**config.mk**
```make
export PLATFORM = sky130hd
export DESIGN_NAME = counter_event_monitor_flat
export DESIGN_NICKNAME = d
export VERILOG_FILES = /design/src/rtl/counter_event_pkg.sv /design/src/rtl/counter_event_monitor_if.sv /design/src/rtl/counter_event_fifo.sv /design/src/rtl/counter_event_monitor.sv /design/src/flat_wrapper.sv
export SDC_FILE = /design/constraint.sdc
export NUM_CORES = 1
export LEC_CHECK = 0
export ABC_AREA = 1
export CAP_MARGIN = 30
export CORE_MARGIN = 5
export CORE_UTILIZATION = 35
export DETAILED_ROUTE_END_ITERATION = 6
export PLACE_DENSITY = 0.63
export SYNTH_ARGS = -nofsm -noshare
export SYNTH_HDL_FRONTEND = slang
export SYNTH_SLANG_ARGS = --single-unit
export TNS_END_PERCENT = 5
```
**constraint.sdc**
```tcl
create_clock -name clk -period 5.2 [get_ports clk]
set_input_delay 1.3 -clock clk [delete_from_list [all_inputs] [get_ports clk]]
set_output_delay 1.3 -clock clk [all_outputs]
set_load 0.1 [all_outputs]
```
**src/rtl/counter_event_pkg.sv**
```systemverilog
// Shared types for the counter event monitor.
// evt_code_e : event codes as they appear on evt_code.
// state_e    : monitor FSM states.
// evt_rec_t  : code/value part of a queued record; the timestamp is appended
//              by the top because its width is a module parameter.
package counter_event_pkg;

    typedef enum logic [1:0] {
        EvtLoad   = 2'd0,
        EvtWrapUp = 2'd1,
        EvtWrapDn = 2'd2,
        EvtErr    = 2'd3
    } evt_code_e;

    typedef enum logic {
        StInit  = 1'b0,
        StTrack = 1'b1
    } state_e;

    typedef struct packed {
        evt_code_e  code;
        logic [3:0] value;
    } evt_rec_t;

    localparam logic [7:0] WrapCntMax = 8'd255;

endpackage

```
**src/rtl/counter_event_monitor_if.sv**
```systemverilog
// Event stream between the monitor and its consumer.
// master : monitor side (drives valid/code/value/time, receives ready).
// slave  : consumer side.
interface counter_event_monitor_if #(
    parameter int unsigned TS_W = 8
) ();
    logic            evt_valid;
    logic            evt_ready;
    logic [1:0]      evt_code;
    logic [3:0]      evt_value;
    logic [TS_W-1:0] evt_time;

    modport master (
        output evt_valid,
        output evt_code,
        output evt_value,
        output evt_time,
        input  evt_ready
    );

    modport slave (
        input  evt_valid,
        input  evt_code,
        input  evt_value,
        input  evt_time,
        output evt_ready
    );
endinterface

```
**src/rtl/counter_event_fifo.sv**
```systemverilog
// Record FIFO for the counter event monitor.
// Ports: clk, rst (async active-low), push/push_rec (write request),
//        pop_ready (consumer ready), valid/head_rec (head record, zero when empty),
//        drop (push refused because full with no pop this cycle).
// A push into a full FIFO is accepted when a pop happens on the same edge.
module counter_event_fifo #(
    parameter int unsigned FIFO_DEPTH = 4,
    parameter int unsigned REC_W      = 14
) (
    input  logic             clk,
    input  logic             rst,
    input  logic             push,
    input  logic [REC_W-1:0] push_rec,
    input  logic             pop_ready,
    output logic             valid,
    output logic [REC_W-1:0] head_rec,
    output logic             drop
);
    localparam int unsigned AW = $clog2(FIFO_DEPTH);

    // Pointers carry one extra wrap bit to tell full from empty.
    logic [AW:0]      wptr_q, rptr_q;
    logic [REC_W-1:0] mem_q [FIFO_DEPTH];
    logic             empty, full, pop_en, push_en;

    always_comb begin
        empty    = (wptr_q == rptr_q);
        full     = (wptr_q[AW] != rptr_q[AW]) && (wptr_q[AW-1:0] == rptr_q[AW-1:0]);
        pop_en   = pop_ready && !empty;
        push_en  = push && (!full || pop_en);
        drop     = push && !push_en;
        valid    = !empty;
        head_rec = empty ? '0 : mem_q[rptr_q[AW-1:0]];
    end

    always_ff @(posedge clk or negedge rst) begin
        if (!rst) begin
            wptr_q <= '0;
            rptr_q <= '0;
        end else begin
            if (push_en) wptr_q <= wptr_q + 1'b1;
            if (pop_en)  rptr_q <= rptr_q + 1'b1;
        end
    end

    // Storage needs no reset: the head is masked while empty.
    always_ff @(posedge clk) begin
        if (push_en) mem_q[wptr_q[AW-1:0]] <= push_rec;
    end
endmodule

```
**src/rtl/counter_event_monitor.sv**
```systemverilog
// Watches a 4-bit up/down counter and queues LOAD / WRAP_UP / WRAP_DN (and,
// with COUNTER_EVENT_MONITOR_CHECK_EN defined, ERR) records with timestamps.
// Ports: clk, rst (async active-low); load/updown/data mirror the counter's
//        commands, count is its output; clr clears wrap_cnt/ovf/err;
//        evt (master) carries the FIFO head record; wrap_cnt counts wraps
//        (saturating); ovf flags a dropped event; err (macro only) flags a
//        count that did not follow the previous command.
module counter_event_monitor
    import counter_event_pkg::*;
#(
    parameter int unsigned FIFO_DEPTH = 4,
    parameter int unsigned TS_W       = 8
) (
    input  logic       clk,
    input  logic       rst,
    input  logic       load,
    input  logic       updown,
    input  logic [3:0] data,
    input  logic [3:0] count,
    input  logic       clr,
    counter_event_monitor_if.master evt,
    output logic [7:0] wrap_cnt,
    output logic       ovf
`ifdef COUNTER_EVENT_MONITOR_CHECK_EN
    ,
    output logic       err
`endif
);
    localparam int unsigned REC_W = $bits(evt_rec_t) + TS_W;

    state_e          state_q, state_d;
    logic [TS_W-1:0] ts_q;
    logic            prev_load, prev_updown;
    logic [3:0]      prev_data, prev_count;
    logic [7:0]      wrap_cnt_q;
    logic            ovf_q;
    logic            evt_det, evt_wrap, evt_err, fifo_drop;
    evt_rec_t        evt_rec, head_rec;
    logic [TS_W-1:0] head_ts;
    logic            err_hit;

`ifdef COUNTER_EVENT_MONITOR_CHECK_EN
    logic [3:0] exp_count;
    logic       err_q;
    always_comb begin
        exp_count = prev_load ? prev_data
                  : (prev_updown ? prev_count + 4'd1 : prev_count - 4'd1);
        err_hit   = (count != exp_count);
    end
`else
    logic unused_prev_data;
    assign unused_prev_data = ^prev_data;
    assign err_hit          = 1'b0;
`endif

    // Next state and event detection; priority ERR > LOAD > WRAP.
    always_comb begin
        state_d  = state_q;
        evt_det  = 1'b0;
        evt_wrap = 1'b0;
        evt_err  = 1'b0;
        evt_rec  = '{code: EvtLoad, value: count};
        unique case (state_q)
            StInit: state_d = StTrack;
            StTrack: begin
                if (err_hit) begin
                    evt_det      = 1'b1;
                    evt_err      = 1'b1;
                    evt_rec.code = EvtErr;
                end else if (prev_load) begin
                    evt_det      = 1'b1;
                end else if (prev_updown && prev_count == 4'd15 && count == 4'd0) begin
                    evt_det      = 1'b1;
                    evt_wrap     = 1'b1;
                    evt_rec.code = EvtWrapUp;
                end else if (!prev_updown && prev_count == 4'd0 && count == 4'd15) begin
                    evt_det      = 1'b1;
                    evt_wrap     = 1'b1;
                    evt_rec.code = EvtWrapDn;
                end
            end
            default: state_d = StInit;
        endcase
    end

    always_ff @(posedge clk or negedge rst) begin
        if (!rst) begin
            state_q     <= StInit;
            ts_q        <= '0;
            prev_load   <= 1'b0;
            prev_updown <= 1'b0;
            prev_data   <= '0;
            prev_count  <= '0;
            wrap_cnt_q  <= '0;
            ovf_q       <= 1'b0;
        end else begin
            state_q     <= state_d;
            ts_q        <= ts_q + 1'b1;
            prev_load   <= load;
            prev_updown <= updown;
            prev_data   <= data;
            prev_count  <= count;
            if (clr) begin
                wrap_cnt_q <= '0;
                ovf_q      <= 1'b0;
            end else begin
                if (evt_wrap && wrap_cnt_q != WrapCntMax) wrap_cnt_q <= wrap_cnt_q + 8'd1;
                if (fifo_drop) ovf_q <= 1'b1;
            end
        end
    end

`ifdef COUNTER_EVENT_MONITOR_CHECK_EN
    always_ff @(posedge clk or negedge rst) begin
        if (!rst) begin
            err_q <= 1'b0;
        end else if (clr) begin
            err_q <= 1'b0;
        end else if (evt_err) begin
            err_q <= 1'b1;
        end
    end
    assign err = err_q;
`else
    logic unused_evt_err;
    assign unused_evt_err = evt_err;
`endif

    counter_event_fifo #(
        .FIFO_DEPTH (FIFO_DEPTH),
        .REC_W      (REC_W)
    ) u_fifo (
        .clk       (clk),
        .rst       (rst),
        .push      (evt_det),
        .push_rec  ({evt_rec, ts_q}),
        .pop_ready (evt.evt_ready),
        .valid     (evt.evt_valid),
        .head_rec  ({head_rec, head_ts}),
        .drop      (fifo_drop)
    );

    assign evt.evt_code  = head_rec.code;
    assign evt.evt_value = head_rec.value;
    assign evt.evt_time  = head_ts;
    assign wrap_cnt      = wrap_cnt_q;
    assign ovf           = ovf_q;
endmodule

```
**src/flat_wrapper.sv**
```systemverilog
// flat-port wrapper written by rule: the top's interface ports become plain ports
module counter_event_monitor_flat import counter_event_pkg::*;
#(
    parameter int unsigned FIFO_DEPTH = 4,
    parameter int unsigned TS_W       = 8
)
  (clk, rst, load, updown, data, count, clr, wrap_cnt, ovf, evt_evt_valid, evt_evt_code, evt_evt_value, evt_evt_time, evt_evt_ready);
  counter_event_monitor_if #(.TS_W(TS_W)) evt_i ();
  input  logic clk;
  input  logic rst;
  input  logic load;
  input  logic updown;
  input  logic [3:0] data;
  input  logic [3:0] count;
  input  logic clr;
  output logic [7:0] wrap_cnt;
  output logic ovf;
  output wire logic [$bits(evt_i.evt_valid)-1:0] evt_evt_valid;
  output wire logic [$bits(evt_i.evt_code)-1:0] evt_evt_code;
  output wire logic [$bits(evt_i.evt_value)-1:0] evt_evt_value;
  output wire logic [$bits(evt_i.evt_time)-1:0] evt_evt_time;
  input wire logic [$bits(evt_i.evt_ready)-1:0] evt_evt_ready;
  assign evt_evt_valid = evt_i.evt_valid;
  assign evt_evt_code = evt_i.evt_code;
  assign evt_evt_value = evt_i.evt_value;
  assign evt_evt_time = evt_i.evt_time;
  assign evt_i.evt_ready = evt_evt_ready;
  counter_event_monitor #(.FIFO_DEPTH(FIFO_DEPTH), .TS_W(TS_W)) u_core (.clk(clk), .rst(rst), .load(load), .updown(updown), .data(data), .count(count), .clr(clr), .evt(evt_i), .wrap_cnt(wrap_cnt), .ovf(ovf));
endmodule
```
# Word level (Yosys, flattened, before mapping)
# Memory sizes are Yosys's and may differ from the RTL's.
# Cells that the tools add are included.
dict set report classes {
  eq_ne 6
  mux 17
  add_sub_neg 4
  n_reduce_logical 18
}
# op n
set ops {}
lappend ops {{$add A8 B1 Y8 const B} 2}
lappend ops {{$mux W8} 2}
lappend ops {{$mux W14} 1}
lappend ops {{$mux W1} 10}
lappend ops {{$logic_and A1 B1 Y1} 9}
lappend ops {{$eq A4 B4 Y1 const B} 2}
lappend ops {{$logic_not A4 Y1} 2}
lappend ops {{$mux W2} 4}
lappend ops {{$ne A8 B8 Y1 const B} 1}
lappend ops {{$add A3 B1 Y3 const B} 2}
lappend ops {{$logic_not A1 Y1} 4}
lappend ops {{$reduce_bool A2 Y1} 2}
lappend ops {{$eq A3 B3 Y1} 1}
lappend ops {{$eq A2 B2 Y1} 1}
lappend ops {{$logic_or A1 B1 Y1} 1}
lappend ops {{$ne A1 B1 Y1} 1}
dict set report word_totals {
  ram_bits 56
  out_inout_bits 24
  mem_count 1
  register_bits 30
  wordCells 55
}
# name depth width rd rd_ports_with_merged_regs wr line_no
set mem_list {}
lappend mem_list {u_core.u_fifo.mem_q 4 14 1 0 1 counter_event_fifo.sv:23} ;# logic [REC_W-1:0] mem_q [FIFO_DEPTH];

# Logic depth before layout (Yosys ltp)
dict set report depth {
  depth_word 12
  mapped_depth 9
  depth_no_buf 9
}

# Hierarchy
# Synthesis repeated with hierarchy kept, for this count alone.
dict set report hier_totals {
  hier_cells 376
  hier_area_um2 3844.9
}
# module n_inst area_each_um2 cells_each
set by_module_without_submodules {}
lappend by_module_without_submodules {counter_event_fifo 1 2600.0 225}
lappend by_module_without_submodules {counter_event_monitor 1 1244.9 151}

# Worst setup path before layout
# OpenSTA, ideal clock, no wires.
dict set report synth_timing {
  path_kind {reg2out}
  from {register u_core.u_fifo.wptr_q[0]}
  to {output port evt_evt_code[0]}
  t_arrival_ns 1.703
  slack_ns 2.197
  stages_incl_launch_ff 8
  cell_sequence {dfrtp_1 inv_1 nand2_1 nand2_1 nand4_4 buf_6 nand2_1 inv_1}
}
dict set report synth_between {
  elab_chain_len 2
}
# item line_no
set synth_rtl {}
lappend synth_rtl {{from (decl)} counter_event_fifo.sv:22} ;# logic [AW:0] wptr_q, rptr_q;
lappend synth_rtl {{from (signal assigned)} counter_event_fifo.sv:41} ;# if (push_en) wptr_q <= wptr_q + 1'b1;
lappend synth_rtl {{$eq A3 B3 Y1} counter_event_fifo.sv:27} ;# empty = (wptr_q == rptr_q);
lappend synth_rtl {{$mux W14} counter_event_fifo.sv:33} ;# head_rec = empty ? '0 : mem_q[rptr_q[AW-1:0]];
lappend synth_rtl {{to (decl)} flat_wrapper.sv:19} ;# output wire logic [$bits(evt_i.evt_code)-1:0] evt_evt_code;
# No other way between the ends.

# Worst setup path after layout
dict set report layout_timing {
  from {register u_core.u_fifo.rptr_q[1]}
  to {output port evt_evt_value[1]}
}
dict set report layout_between {
  elab_chain_len 2
  word_cells_on_any_way 3
  classes_between {eq/ne (1); mux (1); memory (1)}
}
# item line_no
set layout_rtl {}
lappend layout_rtl {{from (decl)} counter_event_fifo.sv:22}
lappend layout_rtl {{from (signal assigned)} counter_event_fifo.sv:42} ;# if (pop_en) rptr_q <= rptr_q + 1'b1;
lappend layout_rtl {{$mem_v2 Z4 W14 or $eq A3 B3 Y1 (tied branches)} n/a}
lappend layout_rtl {{$mux W14 (*)} counter_event_fifo.sv:33}
lappend layout_rtl {{to (decl)} flat_wrapper.sv:20} ;# output wire logic [$bits(evt_i.evt_value)-1:0] evt_evt_value;
# Every way passes the cells marked *; elsewhere a longest branch is shown, timed or not.

==> results.sh <==
export IMPL_status="finished clean"
export IMPL_r2r_cells=10
export IMPL_syn_inst=361
export IMPL_numCtsBuffers=9
export IMPL_crit_path_max_fanout=17
export IMPL_skew_ps=5.38
export IMPL_synth_edf_count=56
export IMPL_htree_levels=3
export IMPL_max_slew_margin_pct=34.1
export IMPL_ys_flop_type="edfxtp_1"
export IMPL_ys_ff_latch=86
export IMPL_drt_iter0_markers=97
export IMPL_ios=38
export IMPL_finalMaxSlewViolations=0
export IMPL_grt_pass1_wl_mm=12.4
export IMPL_r2r_end="u_core.u_fifo.mem_q[0][10]$_DFFE_PP_"
export IMPL_path_clk_slew_ps=80
export IMPL_die_h_microns=114
export IMPL_start_util_pct=35.3
export IMPL_crit_type="reg2out"
export IMPL_postCtsSetupBuffers=0
export IMPL_hold_path_depth=1
export IMPL_ctsRootBufferMaster="clkbuf_8"
export IMPL_io_buffer_count=33
export IMPL_die_area_sq_mm=0.0130
export IMPL_drive_above_1_share_pct=12.8
export IMPL_cp_data_arrival_time_ps=2360
export IMPL_max_freq_mhz=274
export IMPL_instances_no_fill=547
export IMPL_clock_sinks=86
export IMPL_fin_util_pct=41.6
export IMPL_cts_max_path_buffers=2
export IMPL_vias=2537
export IMPL_period_needed_ps=3660
export IMPL_synth_cell_types=28
export IMPL_die_w_microns=114
export IMPL_antenna_found_initial=0
export IMPL_clk_latency_ps=350
export IMPL_period_share_pct=70.3
export IMPL_cap_violations=0
export IMPL_vias_per_cell=4.64
export IMPL_wl_per_cell_microns=13.5
export IMPL_synth_nets=382
export IMPL_synth_area_sq_mm=0.00379
export IMPL_setup_viol=0
export IMPL_hold_buffers=0
export IMPL_grt_usage_pct=12.1
export IMPL_dr_pass1_iters=4
export IMPL_cp_required_ps=3900
export IMPL_std_cell_rows=38
export IMPL_worst_pin_slew_ps=986
export IMPL_synth_area_leader_cell="edfxtp_1"
export IMPL_area_delta_synth_final_pct=17.9
export IMPL_post_cts_resized=0
export IMPL_finalSetupTns_ps=0
export IMPL_grt_overflow_total=0
export IMPL_cp_start_kind="register"
export IMPL_diodes=0
export IMPL_end_kind="output port"
export IMPL_grt_pass1_vias=2565
export IMPL_yosysSeqAreaShare_pct=64.2
export IMPL_drcViolationCount=0
export IMPL_ys_top_cells_by_area="edfxtp_1 44%, dfrtp_1 20%, nand2_1 6.3%"
export IMPL_yosysWarnings=0
export IMPL_hpwl_mm=4.78
export IMPL_synthArstFlopShare_pct=34.9
export IMPL_num_nets_final=423
export IMPL_avgSynthCellArea_sq_um=10.5
export IMPL_coreArea_sq_mm=0.0107
export IMPL_final_hold_viol_count=0
export IMPL_crit_start="u_core.u_fifo.rptr_q[1]$_DFFE_PN0P_"
export IMPL_postRouteAntennaNets=0
export IMPL_finalWirelength_mm=7.41
export IMPL_rsz0062_at_grt="no"
export IMPL_placed_cells=531
export IMPL_crit_end="evt_evt_value[1]"
export IMPL_cts_tree="done"
export IMPL_rrSetupSlack_ps=2540
export IMPL_synth_top_area_share_pct=44.4
export IMPL_gp_congestion=0.742
export IMPL_grt_max_degree=31
export IMPL_r2r_start="u_core.u_fifo.rptr_q[0]$_DFFE_PN0P_"
export IMPL_hold_path_class="reg2reg"
==> synth_stat cells, types with 4 or more instances <==
master	count
nand2_1	64
edfxtp_1	56
nor2_1	56
inv_1	41
dfrtp_1	30
o21ai_0	28
nand3_1	17
o22ai_1	14
xor2_1	9
ha_1	7
buf_2	5
nand4_1	5
clkbuf_1	4
xnor2_1	4
==> state kept, by name, indices dropped and copies added, names as in the netlist, 3 cells and up <==
register / flops
u_core.u_fifo.wptr_q: 3
u_core.ts_q: 8
u_core.u_fifo.rptr_q: 3
u_core.u_fifo.mem_q: 56
u_core.wrap_cnt: 8
u_core.prev_count: 4
==> final cells by class <==
cell class | count | area, sq um
clock inverter | 6 | 71.3
clock buffer | 10 | 138
fill | 1019 | 6280
multi-input combinational | 221 | 1140
tap | 140 | 175
inverter | 44 | 165
timing repair buffer | 40 | 345
sequential | 86 | 2430
==> stage by stage <==
step                hold WS [ps]  setup slack, ps  cell area, sq um
floorplan                    466             2200              3790
global placement             490             1430              4260
detailed placement           494             1400              4260
CTS                          508             1480              4470
global route                 532             1330              4470
finish                       500             1540              4470
==> worst min path at each step <==
stage                                          end  slack (ps)                                start
3_5_place_dp   u_core.u_fifo.rptr_q[2]$_DFFE_PN0P_         490  u_core.u_fifo.rptr_q[2]$_DFFE_PN0P_
4_1_cts        u_core.u_fifo.rptr_q[2]$_DFFE_PN0P_         510  u_core.u_fifo.rptr_q[2]$_DFFE_PN0P_
2_1_floorplan  u_core.u_fifo.rptr_q[2]$_DFFE_PN0P_         470  u_core.u_fifo.rptr_q[2]$_DFFE_PN0P_
3_3_place_gp   u_core.u_fifo.rptr_q[2]$_DFFE_PN0P_         490  u_core.u_fifo.rptr_q[2]$_DFFE_PN0P_
5_1_grt        u_core.u_fifo.rptr_q[2]$_DFFE_PN0P_         530  u_core.u_fifo.rptr_q[2]$_DFFE_PN0P_
6_report       u_core.u_fifo.rptr_q[2]$_DFFE_PN0P_         500  u_core.u_fifo.rptr_q[2]$_DFFE_PN0P_
==> logic make-up (layout without fill, tap and decap cells) <==
group | count (synthesis) | in the layout | share of synthesized area [%]
and+or+nand+nor | 155 | 155 | 18.2
buffers and inverters | 54 | 100 | 5.71
xor gates and xnor gates | 13 | 13 | 3.01
DFF | 86 | 86 | 64.2
adders and majority gates | 7 | 7 | 2.31
other | 1 | 1 | 0.0990
AOI/OAI and AO/OA | 45 | 45 | 6.44
==> worst max-delay path, cell delays in order (launching register included) <==
cell and delay (ps):
dfrtp_1 740, inv_2 290, nand2_2 170, nand4_4 300, nand2_1 190, inv_1 70, buf_4 230
==> routing by layer <==
| metal | up-vias | global-route usage [%] | routed length, microns |
|---|---|---|---|
| li1 | 1273 | - | - |
| met1 | 1201 | 15.3 | 3410 |
| met2 | 49 | 20.3 | 3600 |
| met3 | 14 | 2.49 | 277 |
| met4 | 0 | 5.15 | 120 |
| met5 | - | 0 | 0 |
==> layout by cell type, fill, tap and decap left out <==
cell type / netlist / layout
nor2_2: 2 / 2
xnor2_1: 4 / 4
clkinv_4: 0 / 3
edfxtp_1: 56 / 56
a31oi_1: 1 / 1
nor3b_1: 1 / 1
clkinv_1: 1 / 1
clkdlybuf4s50_1: 0 / 18
bufinv_16: 0 / 1
nand4_4: 1 / 1
inv_2: 2 / 2
xor2_1: 9 / 9
nand2_1: 64 / 64
clkinvlp_4: 0 / 2
o21ai_0: 28 / 28
nand3_4: 1 / 1
o22ai_1: 14 / 14
inv_1: 41 / 41
buf_4: 0 / 22
ha_1: 7 / 7
nor3_2: 1 / 1
conb_1: 1 / 1
nor2_1: 56 / 56
nand3_2: 3 / 3
nand4_1: 5 / 5
nand2_2: 3 / 3
nand3_1: 17 / 17
or2_2: 1 / 1
clkbuf_8: 0 / 10
dfrtp_1: 30 / 30
a21oi_1: 2 / 2
Power is left out: the tool's default activity adds up to more than one toggle a clock period on the data nets, which glitch-free logic cannot reach.
